<file path="src/rtl/mmio_uart.sv">
// mmio_uart: memory-mapped 8N1 UART with TX/RX FIFOs in the 0xC000 external window.
// Build option UART_LOOPBACK_EN feeds tx back into the RX synchroniser instead of the rx pin.
module mmio_uart #(
   parameter int          TX_DEPTH    = 8,
   parameter int          RX_DEPTH    = 8,
   parameter logic [15:0] DEFAULT_DIV = 16'd433
) (
   input  logic        clk,
   input  logic        rst,
   input  logic [15:0] addr,
   input  logic [15:0] wdata,
   input  logic        we,
   input  logic        re,
   output logic [15:0] rdata,
   input  logic        rx,
   output logic        tx
);
   localparam int TAW = $clog2(TX_DEPTH);
   localparam int RAW = $clog2(RX_DEPTH);
   typedef enum logic [1:0] {S_IDLE, S_START, S_DATA, S_STOP} st_t;

   logic hit, wr_data, wr_stat, wr_div, rd_data;
   logic [15:0] div_q, div_d;
   logic ovr_q, ovr_d, ferr_q, ferr_d, tovf_q, tovf_d;
   logic [7:0] tx_mem_q [TX_DEPTH];
   logic [TAW-1:0] tx_wp_q, tx_wp_d, tx_rp_q, tx_rp_d;
   logic [TAW:0] tx_lvl_q, tx_lvl_d;
   logic tx_full, tx_empty, tx_push, tx_pop;
   logic [7:0] rx_mem_q [RX_DEPTH];
   logic [RAW-1:0] rx_wp_q, rx_wp_d, rx_rp_q, rx_rp_d;
   logic [RAW:0] rx_lvl_q, rx_lvl_d;
   logic rx_full, rx_empty, rx_push, rx_acc, rx_pop, ferr_set;
   st_t tx_st_q, tx_st_d, rx_st_q, rx_st_d;
   logic [15:0] tx_cnt_q, tx_cnt_d, tx_dl_q, tx_dl_d;
   logic [2:0] tx_bit_q, tx_bit_d;
   logic [7:0] tx_sh_q, tx_sh_d;
   logic [15:0] rx_cnt_q, rx_cnt_d, rx_dl_q, rx_dl_d, rx_half;
   logic [2:0] rx_bit_q, rx_bit_d;
   logic [7:0] rx_sh_q, rx_sh_d;
   logic rx_in, s1_q, s2_q, prev_q;
   logic unused_bits;

   assign hit     = addr[15:14] == 2'b11;
   assign wr_data = we & hit & (addr[1:0] == 2'd0);
   assign wr_stat = we & hit & (addr[1:0] == 2'd1);
   assign wr_div  = we & hit & (addr[1:0] == 2'd2);
   assign rd_data = re & hit & (addr[1:0] == 2'd0);

`ifdef UART_LOOPBACK_EN
   assign rx_in       = tx;
   assign unused_bits = ^{addr[13:2], rx};
`else
   assign rx_in       = rx;
   assign unused_bits = ^addr[13:2];
`endif

   assign tx_full  = tx_lvl_q == (TAW+1)'(TX_DEPTH);
   assign tx_empty = tx_lvl_q == '0;
   assign rx_full  = rx_lvl_q == (RAW+1)'(RX_DEPTH);
   assign rx_empty = rx_lvl_q == '0;
   assign tx_push  = wr_data & (~tx_full | tx_pop);
   assign rx_pop   = rd_data & ~rx_empty;
   assign rx_acc   = rx_push & (~rx_full | rx_pop);
   assign tx       = (tx_st_q == S_START) ? 1'b0 : (tx_st_q == S_DATA) ? tx_sh_q[0] : 1'b1;
   assign rx_half  = 16'((17'(rx_dl_q) + 17'd1) >> 1);

   always_comb begin
      rdata = 16'h0000;
      if (re & hit)
         rdata = (addr[1:0] == 2'd0) ? (rx_empty ? 16'h0000 : {8'h00, rx_mem_q[rx_rp_q]}) :
                 (addr[1:0] == 2'd1) ? {8'h00, tovf_q, tx_st_q != S_IDLE, ferr_q, ovr_q,
                                        rx_full, ~rx_empty, tx_empty, tx_full} :
                 (addr[1:0] == 2'd2) ? div_q : 16'h0000;
   end

   always_comb begin
      div_d    = wr_div ? wdata : div_q;
      tovf_d   = (wr_data & tx_full & ~tx_pop) | (tovf_q & ~(wr_stat & wdata[7]));
      ovr_d    = (rx_push & rx_full & ~rx_pop) | (ovr_q & ~(wr_stat & wdata[4]));
      ferr_d   = ferr_set | (ferr_q & ~(wr_stat & wdata[5]));
      tx_wp_d  = tx_wp_q + TAW'(tx_push);
      tx_rp_d  = tx_rp_q + TAW'(tx_pop);
      tx_lvl_d = tx_lvl_q + (TAW+1)'(tx_push) - (TAW+1)'(tx_pop);
      rx_wp_d  = rx_wp_q + RAW'(rx_acc);
      rx_rp_d  = rx_rp_q + RAW'(rx_pop);
      rx_lvl_d = rx_lvl_q + (RAW+1)'(rx_acc) - (RAW+1)'(rx_pop);
   end

   // Each frame latches the divisor when it starts so mid-frame writes don't disturb it.
   always_comb begin
      tx_st_d  = tx_st_q;
      tx_cnt_d = tx_cnt_q;
      tx_dl_d  = tx_dl_q;
      tx_bit_d = tx_bit_q;
      tx_sh_d  = tx_sh_q;
      tx_pop   = 1'b0;
      case (tx_st_q)
         S_IDLE: if (!tx_empty) begin
            tx_pop   = 1'b1;
            tx_sh_d  = tx_mem_q[tx_rp_q];
            tx_dl_d  = div_q;
            tx_cnt_d = '0;
            tx_st_d  = S_START;
         end
         S_START: begin
            tx_cnt_d = (tx_cnt_q == tx_dl_q) ? '0 : tx_cnt_q + 16'd1;
            tx_bit_d = '0;
            tx_st_d  = (tx_cnt_q == tx_dl_q) ? S_DATA : S_START;
         end
         S_DATA: begin
            tx_cnt_d = (tx_cnt_q == tx_dl_q) ? '0 : tx_cnt_q + 16'd1;
            if (tx_cnt_q == tx_dl_q) begin
               tx_sh_d  = tx_sh_q >> 1;
               tx_bit_d = tx_bit_q + 3'd1;
               tx_st_d  = (tx_bit_q == 3'd7) ? S_STOP : S_DATA;
            end
         end
         default: begin
            tx_cnt_d = tx_cnt_q + 16'd1;
            if (tx_cnt_q == tx_dl_q) begin
               tx_cnt_d = '0;
               tx_st_d  = tx_empty ? S_IDLE : S_START;
               tx_pop   = ~tx_empty;
               tx_sh_d  = tx_empty ? tx_sh_q : tx_mem_q[tx_rp_q];
               tx_dl_d  = tx_empty ? tx_dl_q : div_q;
            end
         end
      endcase
   end

   always_comb begin
      rx_st_d  = rx_st_q;
      rx_cnt_d = rx_cnt_q + 16'd1;
      rx_dl_d  = rx_dl_q;
      rx_bit_d = rx_bit_q;
      rx_sh_d  = rx_sh_q;
      rx_push  = 1'b0;
      ferr_set = 1'b0;
      case (rx_st_q)
         S_IDLE: begin
            rx_cnt_d = '0;
            if (prev_q & ~s2_q) begin
               rx_dl_d = div_q;
               rx_st_d = S_START;
            end
         end
         S_START: if (rx_cnt_q == rx_half) begin
            rx_cnt_d = '0;
            rx_bit_d = '0;
            rx_st_d  = s2_q ? S_IDLE : S_DATA;
         end
         S_DATA: if (rx_cnt_q == rx_dl_q) begin
            rx_cnt_d = '0;
            rx_sh_d  = {s2_q, rx_sh_q[7:1]};
            rx_bit_d = rx_bit_q + 3'd1;
            rx_st_d  = (rx_bit_q == 3'd7) ? S_STOP : S_DATA;
         end
         default: if (rx_cnt_q == rx_dl_q) begin
            rx_push  = s2_q;
            ferr_set = ~s2_q;
            rx_st_d  = S_IDLE;
         end
      endcase
   end

   always_ff @(posedge clk) begin
      if (tx_push) tx_mem_q[tx_wp_q] <= wdata[7:0];
      if (rx_acc) rx_mem_q[rx_wp_q] <= rx_sh_q;
   end

   always_ff @(posedge clk or posedge rst) begin
      if (rst) begin
         div_q    <= DEFAULT_DIV;
         ovr_q    <= 1'b0;
         ferr_q   <= 1'b0;
         tovf_q   <= 1'b0;
         tx_wp_q  <= '0;
         tx_rp_q  <= '0;
         tx_lvl_q <= '0;
         rx_wp_q  <= '0;
         rx_rp_q  <= '0;
         rx_lvl_q <= '0;
         tx_st_q  <= S_IDLE;
         tx_cnt_q <= '0;
         tx_dl_q  <= '0;
         tx_bit_q <= '0;
         tx_sh_q  <= '0;
         rx_st_q  <= S_IDLE;
         rx_cnt_q <= '0;
         rx_dl_q  <= '0;
         rx_bit_q <= '0;
         rx_sh_q  <= '0;
         s1_q     <= 1'b1;
         s2_q     <= 1'b1;
         prev_q   <= 1'b1;
      end else begin
         div_q    <= div_d;
         ovr_q    <= ovr_d;
         ferr_q   <= ferr_d;
         tovf_q   <= tovf_d;
         tx_wp_q  <= tx_wp_d;
         tx_rp_q  <= tx_rp_d;
         tx_lvl_q <= tx_lvl_d;
         rx_wp_q  <= rx_wp_d;
         rx_rp_q  <= rx_rp_d;
         rx_lvl_q <= rx_lvl_d;
         tx_st_q  <= tx_st_d;
         tx_cnt_q <= tx_cnt_d;
         tx_dl_q  <= tx_dl_d;
         tx_bit_q <= tx_bit_d;
         tx_sh_q  <= tx_sh_d;
         rx_st_q  <= rx_st_d;
         rx_cnt_q <= rx_cnt_d;
         rx_dl_q  <= rx_dl_d;
         rx_bit_q <= rx_bit_d;
         rx_sh_q  <= rx_sh_d;
         s1_q     <= rx_in;
         s2_q     <= s1_q;
         prev_q   <= s2_q;
      end
   end
endmodule

</file>
<file path="config.mk">
export PLATFORM = sky130hd
export DESIGN_NAME = mmio_uart
export DESIGN_NICKNAME = d
export VERILOG_FILES = /design/src/rtl/mmio_uart.sv
export SDC_FILE = /design/constraint.sdc
export NUM_CORES = 1
export LEC_CHECK = 0
export ABC_AREA = 1
export CAP_MARGIN = 20
export CELL_PAD_IN_SITES_DETAIL_PLACEMENT = 2
export CELL_PAD_IN_SITES_GLOBAL_PLACEMENT = 2
export CORE_MARGIN = 3
export CORE_UTILIZATION = 36
export DETAILED_ROUTE_END_ITERATION = 16
export PLACE_DENSITY = 0.77
export RECOVER_POWER = 25
export REMOVE_ABC_BUFFERS = 1
export SLEW_MARGIN = 10
export SYNTH_ARGS = -nofsm -noshare
export SYNTH_HDL_FRONTEND = slang
export SYNTH_SLANG_ARGS = --single-unit
</file>
<file path="constraint.sdc">
create_clock -name clk -period 3.9 [get_ports clk]
set_input_delay 0.585 -clock clk [delete_from_list [all_inputs] [get_ports clk]]
set_output_delay 0.585 -clock clk [all_outputs]
set_load 0.02 [all_outputs]
</file>
# [Word level (Yosys, flattened, before mapping)]
# Memory sizes are Yosys's and may differ from the RTL's.
# Index checks and enable logic that the tools add are counted.
[totals] register_bits=132 ram_bits=128 input_bits=37 output_inout_bits=17 wordCells=165 mem_count=2
[memory_table] name="rx_mem_q" depth=8 word_bits=8 rd=1 rd_clocked_by_memory_dff=0 write_ports=1 line_no="29" text="logic [7:0] rx_mem_q [RX_DEPTH];"
[memory_table] name="tx_mem_q" depth=8 word_bits=8 rd=1 rd_clocked_by_memory_dff=0 write_ports=1 line_no="25" text="logic [7:0] tx_mem_q [TX_DEPTH];"
[classes] n_addsub=13 n_eq_ne=19 mux=50 bitwise_logic=37 reduce_logical=21
[ops] cell="2-to-1 mux 16 bit" count=11
[ops] cell="equality test 16 bit" count=3
[ops] cell="case mux 16 bit (3 select lines)" count=1
[ops] cell="adder 16 x 1 -> 16 bit (second input constant)" count=2
[ops] cell="2-to-1 mux 8 bit" count=4
[ops] cell="case mux 16 bit (2 select lines)" count=1
[ops] cell="case mux 8 bit (3 select lines)" count=1
[ops] cell="AND 1 bit" count=20
[ops] cell="2-to-1 mux 2 bit" count=9
[ops] cell="adder 16 x 1 -> 17 bit (second input constant)" count=1
[ops] cell="2-to-1 mux 1 bit" count=15
[ops] cell="adder 3 x 1 -> 3 bit" count=4
[ops] cell="NOT 1 bit" count=12
[ops] cell="case mux 2 bit (3 select lines)" count=2
[ops] cell="case mux 3 bit (2 select lines)" count=2
[ops] cell="2-to-1 mux 3 bit" count=3
[ops] cell="AND reduction 3 bit" count=3
[ops] cell="adder 4 x 1 -> 4 bit" count=2
[ops] cell="equality test 2 bit (second input constant)" count=4
[ops] cell="equality test 4 bit (second input constant)" count=2
[ops] cell="zero test 4 bit" count=2
[ops] cell="inequality test 2 bit (second input constant)" count=4
[ops] cell="AND reduction 2 bit" count=4
[ops] cell="nonzero test 2 bit" count=4
[ops] cell="other kinds (12)" count=24

# [Depth between registers and ports, before layout]
[logic_depth] depth_word=8 mapped_depth=16 mapped_depth_nobuf=15

# [Least setup slack after synthesis]
# Ideal clock, no wire load.
[synth_timing] kind="input port to flip-flop" start="input port addr[1]" end="register rx_lvl_q[2]" setup_ps=123 arrival_ps=2631 required_ps=3777 setup_slack_ps=1146 path_stages=12 n_path_buf=0 path_cell_list="nor2_1 inv_1 nor3b_1 nor2_1 nor2_2 inv_1 ha_1 inv_1 ha_1 inv_1 fa_1 xnor2_1"
[synth_via] elab_chain_cells=7
[synth_lines] element="start: declaration" line_no="10" text="input logic [15:0] addr,"
[synth_lines] element="zero test 2 bit (*)" line_no="47" text="assign rd_data = re & hit & (addr[1:0] == 2'd0);"
[synth_lines] element="AND 1 bit (*)" line_no="47"
[synth_lines] element="AND 1 bit (*)" line_no="62" text="assign rx_pop = rd_data & ~rx_empty;"
[synth_lines] element="OR 1 bit" line_no="63" text="assign rx_acc = rx_push & (~rx_full | rx_pop);"
[synth_lines] element="AND 1 bit" line_no="63"
[synth_lines] element="adder 4 x 1 -> 4 bit" line_no="86" text="rx_lvl_d = rx_lvl_q + (RAW+1)'(rx_acc) - (RAW+1)'(rx_pop);"
[synth_lines] element="subtractor 4 x 1 -> 4 bit (*)" line_no="86"
[synth_lines] element="named net rx_lvl_d[2]" line_no="31" text="logic [RAW:0] rx_lvl_q, rx_lvl_d;"
[synth_lines] element="end signal: assignment" line_no="206" text="rx_lvl_q <= rx_lvl_d;"
[synth_lines] element="end: declaration" line_no="31"
# The timed path passes the listed nets; every way through them passes the cells marked *.
# A chain may end at the register's enable or synchronous reset.

# [Worst setup path in the final report]
[layout_timing] start="register rx_rp_q[0]" end="output port rdata[6]"
[layout_via] elab_chain_cells=4
[layout_lines] element="start: declaration" line_no="30" text="logic [RAW-1:0] rx_wp_q, rx_wp_d, rx_rp_q, rx_rp_d;"
[layout_lines] element="start signal: assignment" line_no="205" text="rx_rp_q <= rx_rp_d;"
[layout_lines] element="memory (8 x 8 bit)"
[layout_lines] element="2-to-1 mux 8 bit" line_no="70" text="rdata = (addr[1:0] == 2'd0) ? (rx_empty ? 16'h0000 : {8'h00, rx_mem_q[rx_rp_q]}) :"
[layout_lines] element="2-to-1 mux 16 bit" line_no="70"
[layout_lines] element="2-to-1 mux 16 bit" line_no="69" text="if (re & hit)"
[layout_lines] element="end: declaration" line_no="14" text="output logic [15:0] rdata,"
# No other way between the ends.

==> results_dict.tcl <==
set metrics [dict create \
    fin_area_um2 14300 \
    synth_seq_area_share_pct 58.5 \
    pwr-share-seq_pct 43.1 \
    criticalPathCategory "reg -> out" \
    final-hold-violation-count 0 \
    reg_to_reg_start "rx_dl_q[10]$_DFFE_PP0P_" \
    post-synth-top-area-cell "sky130_fd_sc_hd__edfxtp_1" \
    number_of_register_bits_inferred_by_synthesis 260 \
    detailedPlace.worstSlack_ps 496 \
    slowest_stage "sky130_fd_sc_hd__clkdlybuf4s50_1" \
    launching_element_of_the_worst_setup_path "rx_rp_q[0]$_DFF_PP0_" \
    routed_wirelength_um 35500 \
    tritoncts.num_buffers 29 \
    grt_antenna_before_repair 2 \
    diode_insertion_count_for_antenna_repair 0 \
    critPathRequiredTime_ps 3310 \
    top_signal_layer_used "met5" \
    synth_warnings 0 \
    netlist_area_um2 12200 \
    postRouteAntennaNets 0 \
    post_layout_nonfiller_instances 1763 \
    worst_r2r_path_depth 12 \
    port_buffers 41 \
    crit_path_end_kind "primary output" \
    syn-mean-instance-area_um2 9.87 \
    drt-pass1-iter-count 5 \
    run_status "complete, but fails checks" \
    critical-path-top-delay-family "buffers and inverters" \
    power_switching_share_pct 32.1 \
    timing.fmax_mhz 277 \
    cp_cell_sequence "inv_1, buf_4, o21ai_0, o221ai_1, o211ai_1, a221oi_2, clkdlybuf4s50_1" \
    failed_checks "capacitance limit, slew limit" \
    maxCapViolCount 1 \
    cts.sinks 260 \
    cts.path.max_buffers 3 \
    synth_cell_types 46 \
    drt-vias-per-instance 5.21 \
    worst_setup_hold_path_clk_slew_ps 60 \
    dominant_cells_by_area_after_synthesis "sky130_fd_sc_hd__edfxtp_1 (31%), sky130_fd_sc_hd__dfrtp_1 (25%), sky130_fd_sc_hd__nand2_1 (6.1%)" \
    detailed_place.area_um2 13200 \
    total_number_of_h_tree_levels 1 \
    clock_tree.root_cell "sky130_fd_sc_hd__clkbuf_16" \
    post-synth-top-area-fraction_pct 31.4 \
    synthAdderAreaFrac_pct 3.50 \
    timing.hold.ws_ps 362 \
    synth-compound-area-share_pct 12.3 \
    area_enclosed_by_the_die_boundary_um2 36200 \
    clockPowerShare_pct 35.3 \
    main_combinational_cell_family_by_area_after_synthesis "simple AND/OR/NAND/NOR gates" \
    placementRows 66 \
    cp_max_fo 20 \
    die-width_um 190 \
    grt_first_pass_wirelength_um 56600 \
    finalWorstPathRequiredPeriod_ps 3610 \
    critical_path_launch_point_type "flip-flop" \
    reg2reg_to "rx_lvl_q[1]$_DFF_PP0_" \
    area.growth.synth_to_final_pct 16.5 \
    post_synth_mux_area_share_pct 0 \
    worst_hold_path_class "reg -> reg" \
    die_height_um 190 \
    post-route-drc-count 0 \
    slew-limit-headroom_pct -51.7 \
    drtIter0Drc 414 \
    ir_worst_vdd_mv 0.304 \
    wl_met2_um 17800 \
    pin_count_of_the_biggest_net_entering_global_routing 100 \
    worstPathArrival_ps 3030 \
    synthSimpleGateAreaFrac_pct 16.2 \
    p_per_area_nw_per_um2 574 \
    cts_tree "done" \
    worst_path_depth 7 \
    final_number_of_max_transition_violations 99 \
    i_o_pin_total 54 \
    met3_wirelength_um 924 \
    synth_xor_area_share_pct 4.05 \
    worstPathBufferInverterCount 3 \
    layout-drive-gt1-share_pct 9.01 \
    setup-violations-final 0 \
    synth_most_common_cell "sky130_fd_sc_hd__nand2_1" \
    post-place-cells 1709 \
    synth.cells.most_frequent "sky130_fd_sc_hd__nand2_1 (198), sky130_fd_sc_hd__nor2_1 (149), sky130_fd_sc_hd__o21ai_0 (138)" \
    clk-insertion-delay-late_ps 560 \
    nNetsFinal 1368 \
    cpPeakStageDelay_ps 670 \
    core_area_um2 33000 \
    async_reset_ff_share_pct 50.8 \
    max_slew.worst_pin.slew_ps 2270 \
    grt_overflow_total 0 \
    wire_per_inst_um 20.1 \
    regToRegSetupSlack_ps 830 \
    power.static_leakage_nw 5.78 \
    power_frac_comb_pct 21.6 \
    met1Wirelength_um 15900 \
    initial_core_util_pct 37.0 \
    gpl.final_weighted_congestion 0.786 \
    dp.final_hpwl_um 25000 \
    rsz0062_at_grt "no" \
    skew_ps 16.4 \
    power.internal_mw 5.56 \
    first_global_vias 10000 \
    finalCoreUtilization_pct 43.2 \
    via_count 9188 \
    p_switching_mw 2.63 \
    final.setup.worst_slack_ps 290 \
    synth-edff-count 128 \
    postSynthCellCount 1240 \
    synthFlopType "sky130_fd_sc_hd__edfxtp_1" \
    cp-endpoint "rdata[6]" \
    postCtsSetupRepairBufs 0 \
    grt_use_total_pct 19.7 \
    fin_crit_sh_pct 92.6 \
]
[cells by family (layout without fill, tap and decap cells)]
| family | Yosys count | in the layout |
|---|---|---|
| AOI/OAI and AO/OA | 259 | 259 |
| xor gates and xnor gates | 55 | 55 |
| adders and majority gates | 33 | 33 |
| buffers and inverters | 169 | 250 |
| DFF | 260 | 260 |
| and+or+nand+nor | 464 | 464 |
[registers in the layout, summed over array words and instances (netlist names), 2 cells and up]
register	count
rx_sh_q	8
tx_lvl_q	4
rx_rp_q	3
rx_st_q	2
tx_wp_q	3
tx_mem_q	64
tx_rp_q	3
rx_mem_q	64
tx_dl_q	16
rx_cnt_q	16
rx_lvl_q	4
tx_sh_q	8
tx_bit_q	3
rx_wp_q	3
div_q	16
tx_cnt_q	16
rx_dl_q	16
tx_st_q	2
rx_bit_q	3
[metal layers]
layer,up-vias,global-route usage [%]
li1,4342,-
met1,4689,25.9
met2,108,34.9
met3,45,2.39
met4,4,4.63
met5,-,0
[power by group through the flow]
stage	registers (mW)	clock network [mW]	logic (mW)
detailed placement	3.58	0	1.78
CTS	3.53	2.95	1.80
finish	3.53	2.89	1.77
floorplan	3.45	0	1.21
global route	3.59	3.07	2.02
global placement	3.56	0	1.66
[repair_timing]
item | CTS | global route
setup endpoints to repair | 1 | 3
pin swaps | 0 | 0
gates cloned | 0 | 0
resized for setup | 1 | 2
hold buffers | 0 | 0
[layout by cell type, fill, tap and decap left out, types with 3 or more instances in the layout]
| cell type | count |
|---|---|
| sky130_fd_sc_hd__clkdlybuf4s50_1 | 31 |
| sky130_fd_sc_hd__bufinv_16 | 5 |
| sky130_fd_sc_hd__nand3b_1 | 5 |
| sky130_fd_sc_hd__edfxtp_1 | 128 |
| sky130_fd_sc_hd__dfstp_2 | 7 |
| sky130_fd_sc_hd__nand4_1 | 17 |
| sky130_fd_sc_hd__clkbuf_16 | 29 |
| sky130_fd_sc_hd__inv_2 | 3 |
| sky130_fd_sc_hd__xnor2_1 | 30 |
| sky130_fd_sc_hd__o21ai_1 | 5 |
| sky130_fd_sc_hd__nand2_1 | 198 |
| sky130_fd_sc_hd__inv_1 | 119 |
| sky130_fd_sc_hd__nor2_4 | 3 |
| sky130_fd_sc_hd__o221ai_1 | 19 |
| sky130_fd_sc_hd__o31ai_1 | 4 |
| sky130_fd_sc_hd__ha_1 | 31 |
| sky130_fd_sc_hd__o211ai_1 | 9 |
| sky130_fd_sc_hd__nand2_2 | 5 |
| sky130_fd_sc_hd__clkbuf_8 | 3 |
| sky130_fd_sc_hd__o22ai_1 | 15 |
| sky130_fd_sc_hd__clkinv_1 | 5 |
| sky130_fd_sc_hd__nor3_1 | 17 |
| sky130_fd_sc_hd__buf_4 | 29 |
| sky130_fd_sc_hd__xor2_1 | 24 |
| sky130_fd_sc_hd__o21ai_0 | 138 |
| sky130_fd_sc_hd__nand3_1 | 58 |
| sky130_fd_sc_hd__dlygate4sd3_1 | 10 |
| sky130_fd_sc_hd__nor2_1 | 149 |
| sky130_fd_sc_hd__dfrtp_1 | 123 |
| sky130_fd_sc_hd__nor2_2 | 4 |
| sky130_fd_sc_hd__clkbuf_1 | 6 |
| sky130_fd_sc_hd__or2_2 | 5 |
| sky130_fd_sc_hd__a21oi_1 | 45 |
| sky130_fd_sc_hd__clkinv_2 | 4 |
| sky130_fd_sc_hd__a21oi_2 | 10 |
[metrics by stage]
stage          power, mW  setup TNS, ps
5_1_grt             8.68              0
4_1_cts             8.28              0
6_report            8.19              0
2_1_floorplan       4.66         -24530
3_3_place_gp        5.21              0
3_5_place_dp        5.36              0
[how the worst min path moves through the flow]
stage	cells past startpoint	endpoint	startpoint
2_1_floorplan	0	s2_q$_DFF_PP1_	s1_q$_DFF_PP1_
3_3_place_gp	0	s2_q$_DFF_PP1_	s1_q$_DFF_PP1_
3_5_place_dp	0	s2_q$_DFF_PP1_	s1_q$_DFF_PP1_
4_1_cts	0	s2_q$_DFF_PP1_	s1_q$_DFF_PP1_
5_1_grt	0	s2_q$_DFF_PP1_	s1_q$_DFF_PP1_
6_report	0	s2_q$_DFF_PP1_	s1_q$_DFF_PP1_
[cell type report]
class                   instances  area [um2]
repair buffers                 71         648
clock buffers                  38         790
clock inverters                16         215
multi-input cells             811        4420
well taps                     442         553
flip-flops and latches        260        7160
fillers                      3532       18800
inverters                     125         473
(Power assumes the default switching activity.)
